==> config.mk <==
export PLATFORM = sky130hd
export DESIGN_NAME = viterbi_frame_sequencer
export DESIGN_NICKNAME = d
export VERILOG_FILES = /design/src/rtl/viterbi_frame_sequencer.sv
export SDC_FILE = /design/constraint.sdc
export NUM_CORES = 1
export LEC_CHECK = 0
export CORE_MARGIN = 2
export CORE_UTILIZATION = 54
export CTS_BUF_LIST = sky130_fd_sc_hd__clkbuf_2
export CTS_CLUSTER_SIZE = 30
export DETAILED_ROUTE_END_ITERATION = 12
export GPL_ROUTABILITY_DRIVEN = 0
export PLACE_DENSITY = 0.83
export SYNTH_ARGS = -nofsm -noshare
export SYNTH_HDL_FRONTEND = slang
export SYNTH_SLANG_ARGS = --single-unit
==> constraint.sdc <==
create_clock -name clk -period 4.55 [get_ports clk]
set_input_delay 0.455 -clock clk [delete_from_list [all_inputs] [get_ports clk]]
set_output_delay 0.455 -clock clk [all_outputs]
set_load 0.02 [all_outputs]
==> src/rtl/viterbi_frame_sequencer.sv <==
// Frame scheduler for the Viterbi datapath: symbol intake, stage-enable pipeline, survivor writes, traceback.
// Optional abort input is compiled in when VITERBI_ABORT_EN is defined.
module viterbi_frame_sequencer #(
    parameter int FRAME_LEN = 12,
    parameter int CNT_W     = 5
) (
    input  logic             clk,
    input  logic             rst,
`ifdef VITERBI_ABORT_EN
    input  logic             abort,
`endif
    input  logic             start,
    input  logic             sym_valid,
    output logic             sym_ready,
    output logic             en_extract,
    output logic             en_branch,
    output logic             en_add,
    output logic             en_memory,
    output logic [CNT_W-1:0] wr_addr,
    output logic             en_traceback,
    output logic [CNT_W-1:0] tb_addr,
    output logic             out_valid,
    input  logic             out_ready,
    output logic             busy,
    output logic             done
);

    typedef enum logic [2:0] {
        S_IDLE,
        S_LOAD,
        S_DRAIN,
        S_TRACE,
        S_DONE
    } state_e;

    localparam logic [CNT_W-1:0] LEN  = CNT_W'(FRAME_LEN);
    localparam logic [CNT_W-1:0] LAST = CNT_W'(FRAME_LEN - 1);

    state_e           state_q, state_d;
    logic [CNT_W-1:0] in_cnt_q, in_cnt_d;
    logic [CNT_W-1:0] wr_q, wr_d;
    logic [CNT_W-1:0] tb_q, tb_d;
    logic             p1_q, p1_d;
    logic             p2_q, p2_d;
    logic             acc;

    always_ff @(posedge clk) begin
        if (!rst) begin
            state_q  <= S_IDLE;
            in_cnt_q <= '0;
            wr_q     <= '0;
            tb_q     <= '0;
            p1_q     <= 1'b0;
            p2_q     <= 1'b0;
        end else begin
            state_q  <= state_d;
            in_cnt_q <= in_cnt_d;
            wr_q     <= wr_d;
            tb_q     <= tb_d;
            p1_q     <= p1_d;
            p2_q     <= p2_d;
        end
    end

    always_comb begin
        state_d      = state_q;
        in_cnt_d     = in_cnt_q;
        wr_d         = wr_q;
        tb_d         = tb_q;
        p1_d         = 1'b0;
        p2_d         = 1'b0;
        acc          = 1'b0;
        sym_ready    = 1'b0;
        en_extract   = 1'b0;
        en_branch    = 1'b0;
        en_add       = 1'b0;
        en_memory    = 1'b0;
        en_traceback = 1'b0;
        out_valid    = 1'b0;
        done         = 1'b0;

        case (state_q)
            S_IDLE: begin
                if (start) begin
                    state_d  = S_LOAD;
                    in_cnt_d = '0;
                    wr_d     = '0;
                    tb_d     = '0;
                end
            end
            S_LOAD: begin
                sym_ready  = (in_cnt_q < LEN);
                acc        = sym_valid & sym_ready;
                en_extract = acc;
                p1_d       = acc;
                p2_d       = p1_q;
                en_branch  = p1_q;
                en_add     = p1_q;
                en_memory  = p2_q;
                if (acc) in_cnt_d = in_cnt_q + 1'b1;
                // Address saturates at the last slot so a frame never wraps.
                if (p2_q && wr_q != LAST) wr_d = wr_q + 1'b1;
                if (acc && in_cnt_q == LAST) state_d = S_DRAIN;
            end
            S_DRAIN: begin
                p2_d      = p1_q;
                en_branch = p1_q;
                en_add    = p1_q;
                en_memory = p2_q;
                if (p2_q) begin
                    if (wr_q == LAST) begin
                        state_d = S_TRACE;
                        tb_d    = LAST;
                    end else begin
                        wr_d = wr_q + 1'b1;
                    end
                end
            end
            S_TRACE: begin
                en_traceback = 1'b1;
                en_memory    = 1'b1;
                out_valid    = 1'b1;
                if (out_ready) begin
                    if (tb_q == '0) state_d = S_DONE;
                    else            tb_d    = tb_q - 1'b1;
                end
            end
            S_DONE: begin
                done     = 1'b1;
                state_d  = S_IDLE;
                in_cnt_d = '0;
                wr_d     = '0;
                tb_d     = '0;
            end
            default: state_d = S_IDLE;
        endcase

`ifdef VITERBI_ABORT_EN
        // Abort discards the frame; only reset outranks it.
        if (abort && state_q != S_IDLE) begin
            state_d  = S_IDLE;
            in_cnt_d = '0;
            wr_d     = '0;
            tb_d     = '0;
            p1_d     = 1'b0;
            p2_d     = 1'b0;
            done     = 1'b0;
        end
`endif
    end

    assign wr_addr = wr_q;
    assign tb_addr = tb_q;
    assign busy    = (state_q != S_IDLE);

endmodule

==> results of run 1 <==
layer usage:
metal	vias to the layer above	global-route usage	wire (microns)
li1	549	-	-
met1	532	0.259	1150
met4	0	0.110	40
met2	37	0.372	1270
met5	-	0	0
met3	4	0.0316	124
synthesized netlist by cell type (2+ instances only):
cell | n | share of area
dfxtp_1 | 20 | 0.33
o21ai_0 | 6 | 0.024
xnor2_1 | 2 | 0.014
and2_1 | 4 | 0.020
and3_1 | 3 | 0.015
a41oi_1 | 2 | 0.014
nor2_1 | 11 | 0.034
buf_4 | 3 | 0.018
nand3_1 | 2 | 0.0081
o221a_1 | 2 | 0.018
a21oi_1 | 7 | 0.029
a21o_1 | 2 | 0.012
o32ai_1 | 2 | 0.014
buf_6 | 2 | 0.018
ha_1 | 4 | 0.041
nand4_1 | 4 | 0.020
mux2i_1 | 3 | 0.024
or3_1 | 4 | 0.020
a221oi_2 | 2 | 0.024
nand2_1 | 11 | 0.034
nor3_1 | 6 | 0.024
inv_1 | 10 | 0.031
cell families (layout without fill, tap and decap cells):
logic type,count (synthesis),count (layout),synth area share
muxes,3,3,0.0244
buffers and inverters,18,37,0.0978
AOI/OAI and AO/OA,32,32,0.202
DFF,20,20,0.326
adders and majority gates,4,4,0.0407
xor gates and xnor gates,3,3,0.0214
and+or+nand+nor,58,58,0.288
metrics by stage:
stage	setup WS, ns	total power (uW)
6_report	1.89	366
5_1_grt	1.76	378
4_1_cts	1.90	367
3_5_place_dp	2.32	232
3_3_place_gp	2.36	230
2_1_floorplan	2.65	219
worst min path at each step:
stage / slack, ns / depth (start not counted) / from / end
global placement: 0.50 / 2 / in_cnt_q[3] / in_cnt_q[3]
finish: 0.53 / 2 / tb_addr[1] / tb_addr[1]
detailed placement: 0.50 / 1 / in_cnt_q[4] / in_cnt_q[4]
global route: 0.56 / 2 / tb_addr[1] / tb_addr[1]
floorplan: 0.46 / 2 / in_cnt_q[3] / in_cnt_q[3]
CTS: 0.53 / 1 / in_cnt_q[4] / in_cnt_q[4]
power by group through the flow:
stage / registers (uW) / clock network, uW / logic, uW
after detailed placement: 186 / 0 / 45.5
after global routing: 183 / 144 / 50.4
final: 183 / 137 / 45.9
after floorplan: 185 / 0 / 33.8
after CTS: 183 / 138 / 45.9
after global placement: 186 / 0 / 44.5
final cells by class:
| cell class | instances | area (sq um) |
|---|---|---|
| fillers | 200 | 734 |
| repair buffers | 23 | 230 |
| inverters | 10 | 37.5 |
| well taps | 28 | 35.0 |
| multi-input cells | 100 | 708 |
| clock inverters | 1 | 30.0 |
| flip-flops and latches | 20 | 400 |
| clock buffers | 3 | 15.0 |
state kept, by name (all words and copies together) (netlist names):
| register | flops |
|---|---|
| state_q | 3 |
| p2_q | 1 |
| tb_addr | 5 |
| wr_addr | 5 |
| in_cnt_q | 5 |
| p1_q | 1 |
worst max-delay path: cells and delay by family, from the launching register on:
kind,cells,cell delay [ns]
buf+inv,1,0.61
flops,1,0.63
simple gates,2,0.62
==> results_dict.tcl, run 1 <==
set metrics [dict create \
    run_status "complete, no violations" \
    die_h_microns 51.7 \
    ctsResizeCount 0 \
    start_kind "flop" \
    finalMaxSlewViolations 0 \
    final_cell_mix "23 x clkdlybuf4s50_1, 20 x dfxtp_1, 11 x nor2_1, 11 x nand2_1, 10 x inv_1" \
    crit_slowest_cell "dfxtp_1" \
    cts_num_sinks 20 \
    rsz0062_at_grt "false" \
    clock_latency_ns 0.33 \
    routed_wl_microns 2590 \
    placed_area_sq_um 1410 \
    synth_seq_area_share 0.326 \
    cts_inserted_buffers 3 \
    regToRegStartpoint "tb_addr[0]" \
    cts_tree "done" \
    syn_nets 147 \
    dieArea_sq_um 2670 \
    worstPathCellList "nor4b_2, and3_1, clkdlybuf4s50_1" \
    p_leak_uw 0.000556 \
    power_density_nw_per_um2 251 \
    p_clk_frac 0.376 \
    crit_path_max_fanout 12 \
    final_core_util 0.665 \
    finalNetCount 167 \
    place_inst 181 \
    whs_ns 0.528 \
    synthArstFlopShare 0 \
    synthFlopType "dfxtp_1" \
    grt_antenna_before_repair 0 \
    sw_frac_of_total 0.250 \
    drtIter0Drc 39 \
    grt_overflow 0 \
    hold_viol_final 0 \
    rr_endpoint "tb_addr[0]" \
    peakVddDrop_mv 0.188 \
    cts_max_level 1 \
    clock-root-buffer "clkbuf_2" \
    netlist_instances 138 \
    p_comb_frac 0.125 \
    ys_types 48 \
    drtAntennaViolNets 0 \
    final_common_cell "clkdlybuf4s50_1" \
    fp.coreArea_sq_um 2190 \
    ys_warn_count 0 \
    setup_viol 0 \
    p_int_uw 274 \
    grt_max_degree 16 \
    p_seq_frac 0.499 \
    initial_core_util 0.561 \
    grt_pass1_vias 1020 \
    final_area_sq_um 1460 \
    clock-skew-final_ns 0.00225 \
    port_buffers 23 \
    row_count 17 \
    fmax_mhz 376 \
    arrival_ns 2.20 \
    end_kind "primary output" \
    required_ns 4.09 \
    max_cap_viol_count 0 \
    drive_gt1_frac 0.102 \
    diodes 0 \
    synth_area_sq_um 1230 \
    crit_path_start "state_q[0]" \
    tightest_slew_ns 0.522 \
    critPathKind "reg2out" \
    dr.pass1.iters 5 \
    cts_setup_buffers 0 \
    hpwl_microns 1980 \
    fin_cells 185 \
    rrSetupSlack_ns 2.62 \
    avgViaCountPerCell 6.06 \
    max_stage_delay_ns 0.63 \
    wl_per_cell_microns 14.0 \
    fin_crit_sh 0.584 \
    grt.total_usage 0.215 \
    power.switching_uw 91.5 \
    endpoint "en_extract" \
    drc 0 \
    ys_ff_latch 20 \
    reg2reg_depth 6 \
    final.min_clock_period_ns 2.66 \
    holdCritPathClass "reg2reg" \
    setup_tns_ns 0 \
    pin_count 24 \
    synth.avg_cell_area_sq_um 8.90 \
    grt_pass1_wl_microns 4280 \
    max_slew_margin 0.651 \
    clkTransAtPathRegs_ns 0.21 \
    vias 1122 \
    area_growth_pct 18.5 \
    synth_edf_count 0 \
    dieWidth_microns 51.7 \
    cts_max_path_buffers 2 \
    ctsHoldBuffers 0 \
]
Note: power is estimated with default switching activity, not from simulation.
==> inputs of run 2 (changes only) <==
--- a/config.mk
+++ b/config.mk
@@ -6,12 +6,12 @@
 export NUM_CORES = 1
 export LEC_CHECK = 0
 export CORE_MARGIN = 2
-export CORE_UTILIZATION = 54
+export CORE_UTILIZATION = 53
 export CTS_BUF_LIST = sky130_fd_sc_hd__clkbuf_2
 export CTS_CLUSTER_SIZE = 30
 export DETAILED_ROUTE_END_ITERATION = 12
 export GPL_ROUTABILITY_DRIVEN = 0
-export PLACE_DENSITY = 0.83
+export PLACE_DENSITY = 0.82
 export SYNTH_ARGS = -nofsm -noshare
 export SYNTH_HDL_FRONTEND = slang
 export SYNTH_SLANG_ARGS = --single-unit
==> constraint.sdc (replaced) <==
create_clock -name clk -period 2.8 [get_ports clk]
set_input_delay 0.28 -clock clk [delete_from_list [all_inputs] [get_ports clk]]
set_output_delay 0.28 -clock clk [all_outputs]
set_load 0.02 [all_outputs]
==> results_dict.tcl, run 2 (synthesis results as in run 1) <==
set metrics [dict create \
    max_stage_delay_ns 0.64 \
    dieWidth_microns 52.2 \
    cts_max_level 1 \
    fp.coreArea_sq_um 2210 \
    arrival_ns 2.18 \
    start_kind "flop" \
    cts_tree "done" \
    drtIter0Drc 22 \
    cts_max_path_buffers 2 \
    worstPathCellList "nor4b_2, and3_1, clkdlybuf4s50_1" \
    peakVddDrop_mv 0.328 \
    grt_max_degree 16 \
    holdCritPathClass "reg2reg" \
    row_count 17 \
    grt.total_usage 0.214 \
    dieArea_sq_um 2720 \
    die_h_microns 52.2 \
    cts_num_sinks 20 \
    hpwl_microns 1960 \
    grt_antenna_before_repair 0 \
    cts_setup_buffers 0 \
    clock-root-buffer "clkbuf_2" \
    power_density_nw_per_um2 346 \
    total_power_uw 495 \
    end_kind "primary output" \
    area_growth_pct 16.4 \
    clkTransAtPathRegs_ns 0.20 \
    finalMaxSlewViolations 0 \
    final_common_cell "clkdlybuf4s50_1" \
    dr.pass1.iters 4 \
    grt_pass1_wl_microns 4360 \
    p_leak_uw 0.000544 \
    critPathKind "reg2out" \
    setup_viol 0 \
    ctsResizeCount 0 \
    grt_pass1_vias 981 \
    ctsHoldBuffers 0 \
    cts_inserted_buffers 3 \
    crit_path_max_fanout 12 \
    fmax_mhz 406 \
    final.min_clock_period_ns 2.46 \
    avgViaCountPerCell 5.90 \
    setup_tns_ns 0 \
    port_buffers 23 \
    wl_per_cell_microns 14.4 \
    finalNetCount 167 \
    drc 0 \
    vias 1091 \
    diodes 0 \
    clock-skew-final_ns 0.0120 \
    drive_gt1_frac 0.0955 \
    max_cap_viol_count 0 \
    crit_slowest_cell "dfxtp_1" \
    max_slew_margin 0.654 \
    initial_core_util 0.555 \
    tightest_slew_ns 0.519 \
    drtAntennaViolNets 0 \
    run_status "complete, no violations" \
    routed_wl_microns 2660 \
    required_ns 2.52 \
    hold_viol_final 0 \
    clock_latency_ns 0.32 \
    grt_overflow 0 \
    rsz0062_at_grt "false" \
    fin_crit_sh 0.880 \
    final_cell_mix "23 x clkdlybuf4s50_1, 20 x dfxtp_1, 11 x nor2_1, 11 x nand2_1, 10 x inv_1" \
    pin_count 24 \
]
[run 2: power breakdown]
part           switching (uW)  internal (uW)
Combinational            43.1           32.8
Sequential               6.73            290
Clock                    91.5           31.1
[run 2: worst max-delay path: cells and delay by family, from the launching register on]
family | cells | cell delay, ns
DFF | 1 | 0.64
buffers and inverters | 1 | 0.60
and+or+nand+nor | 2 | 0.63
[run 2: worst paths after layout]
kind / cells past startpoint / slack, ns / end / startpoint
hold / removal: 1 / 0.53 / in_cnt_q[4] / in_cnt_q[4]
setup reg to reg: 6 / 0.89 / tb_addr[0] / tb_addr[0]
setup / recovery: 3 / 0.34 / en_extract / state_q[0]
hold reg to reg: 1 / 0.53 / in_cnt_q[4] / in_cnt_q[4]
[run 2: stage by stage]
step	util	cells	cell area [sq um]	hold slack (ns)	setup WS (ns)
floorplan	-	138	1230	0.457	0.901
global placement	0.638	181	1410	0.489	0.773
detailed placement	0.638	181	1410	0.498	0.734
CTS	0.646	185	1430	0.526	0.327
global route	0.646	185	1430	0.545	0.171
finish	0.646	185	1430	0.529	0.336
[run 2: final cells by class]
class / instances / area (sq um)
fill: 192 / 782
clock inverter: 1 / 3.75
multi-input combinational: 100 / 708
timing repair buffer: 23 / 230
inverter: 10 / 37.5
tap: 28 / 35.0
clock buffer: 3 / 15.0
sequential: 20 / 400
[run 2: routing by layer]
layer / global-route usage / vias to the layer above / share of wire
met5: 0 / - / 0
met4: 0.0385 / 0 / 0.0030
met3: 0.0632 / 2 / 0.055
met2: 0.357 / 28 / 0.48
met1: 0.277 / 515 / 0.47
li1: - / 546 / -
==> inputs of run 3 (changes only) <==
--- a/config.mk
+++ b/config.mk
@@ -10,7 +10,7 @@
 export CTS_BUF_LIST = sky130_fd_sc_hd__clkbuf_2
 export CTS_CLUSTER_SIZE = 30
 export DETAILED_ROUTE_END_ITERATION = 12
-export GPL_ROUTABILITY_DRIVEN = 0
+export GPL_ROUTABILITY_DRIVEN = 1
 export PLACE_DENSITY = 0.82
 export SYNTH_ARGS = -nofsm -noshare
 export SYNTH_HDL_FRONTEND = slang
==> results of run 3 <==
Same layout as run 2: the final DEF is identical, and so are final timing and power.
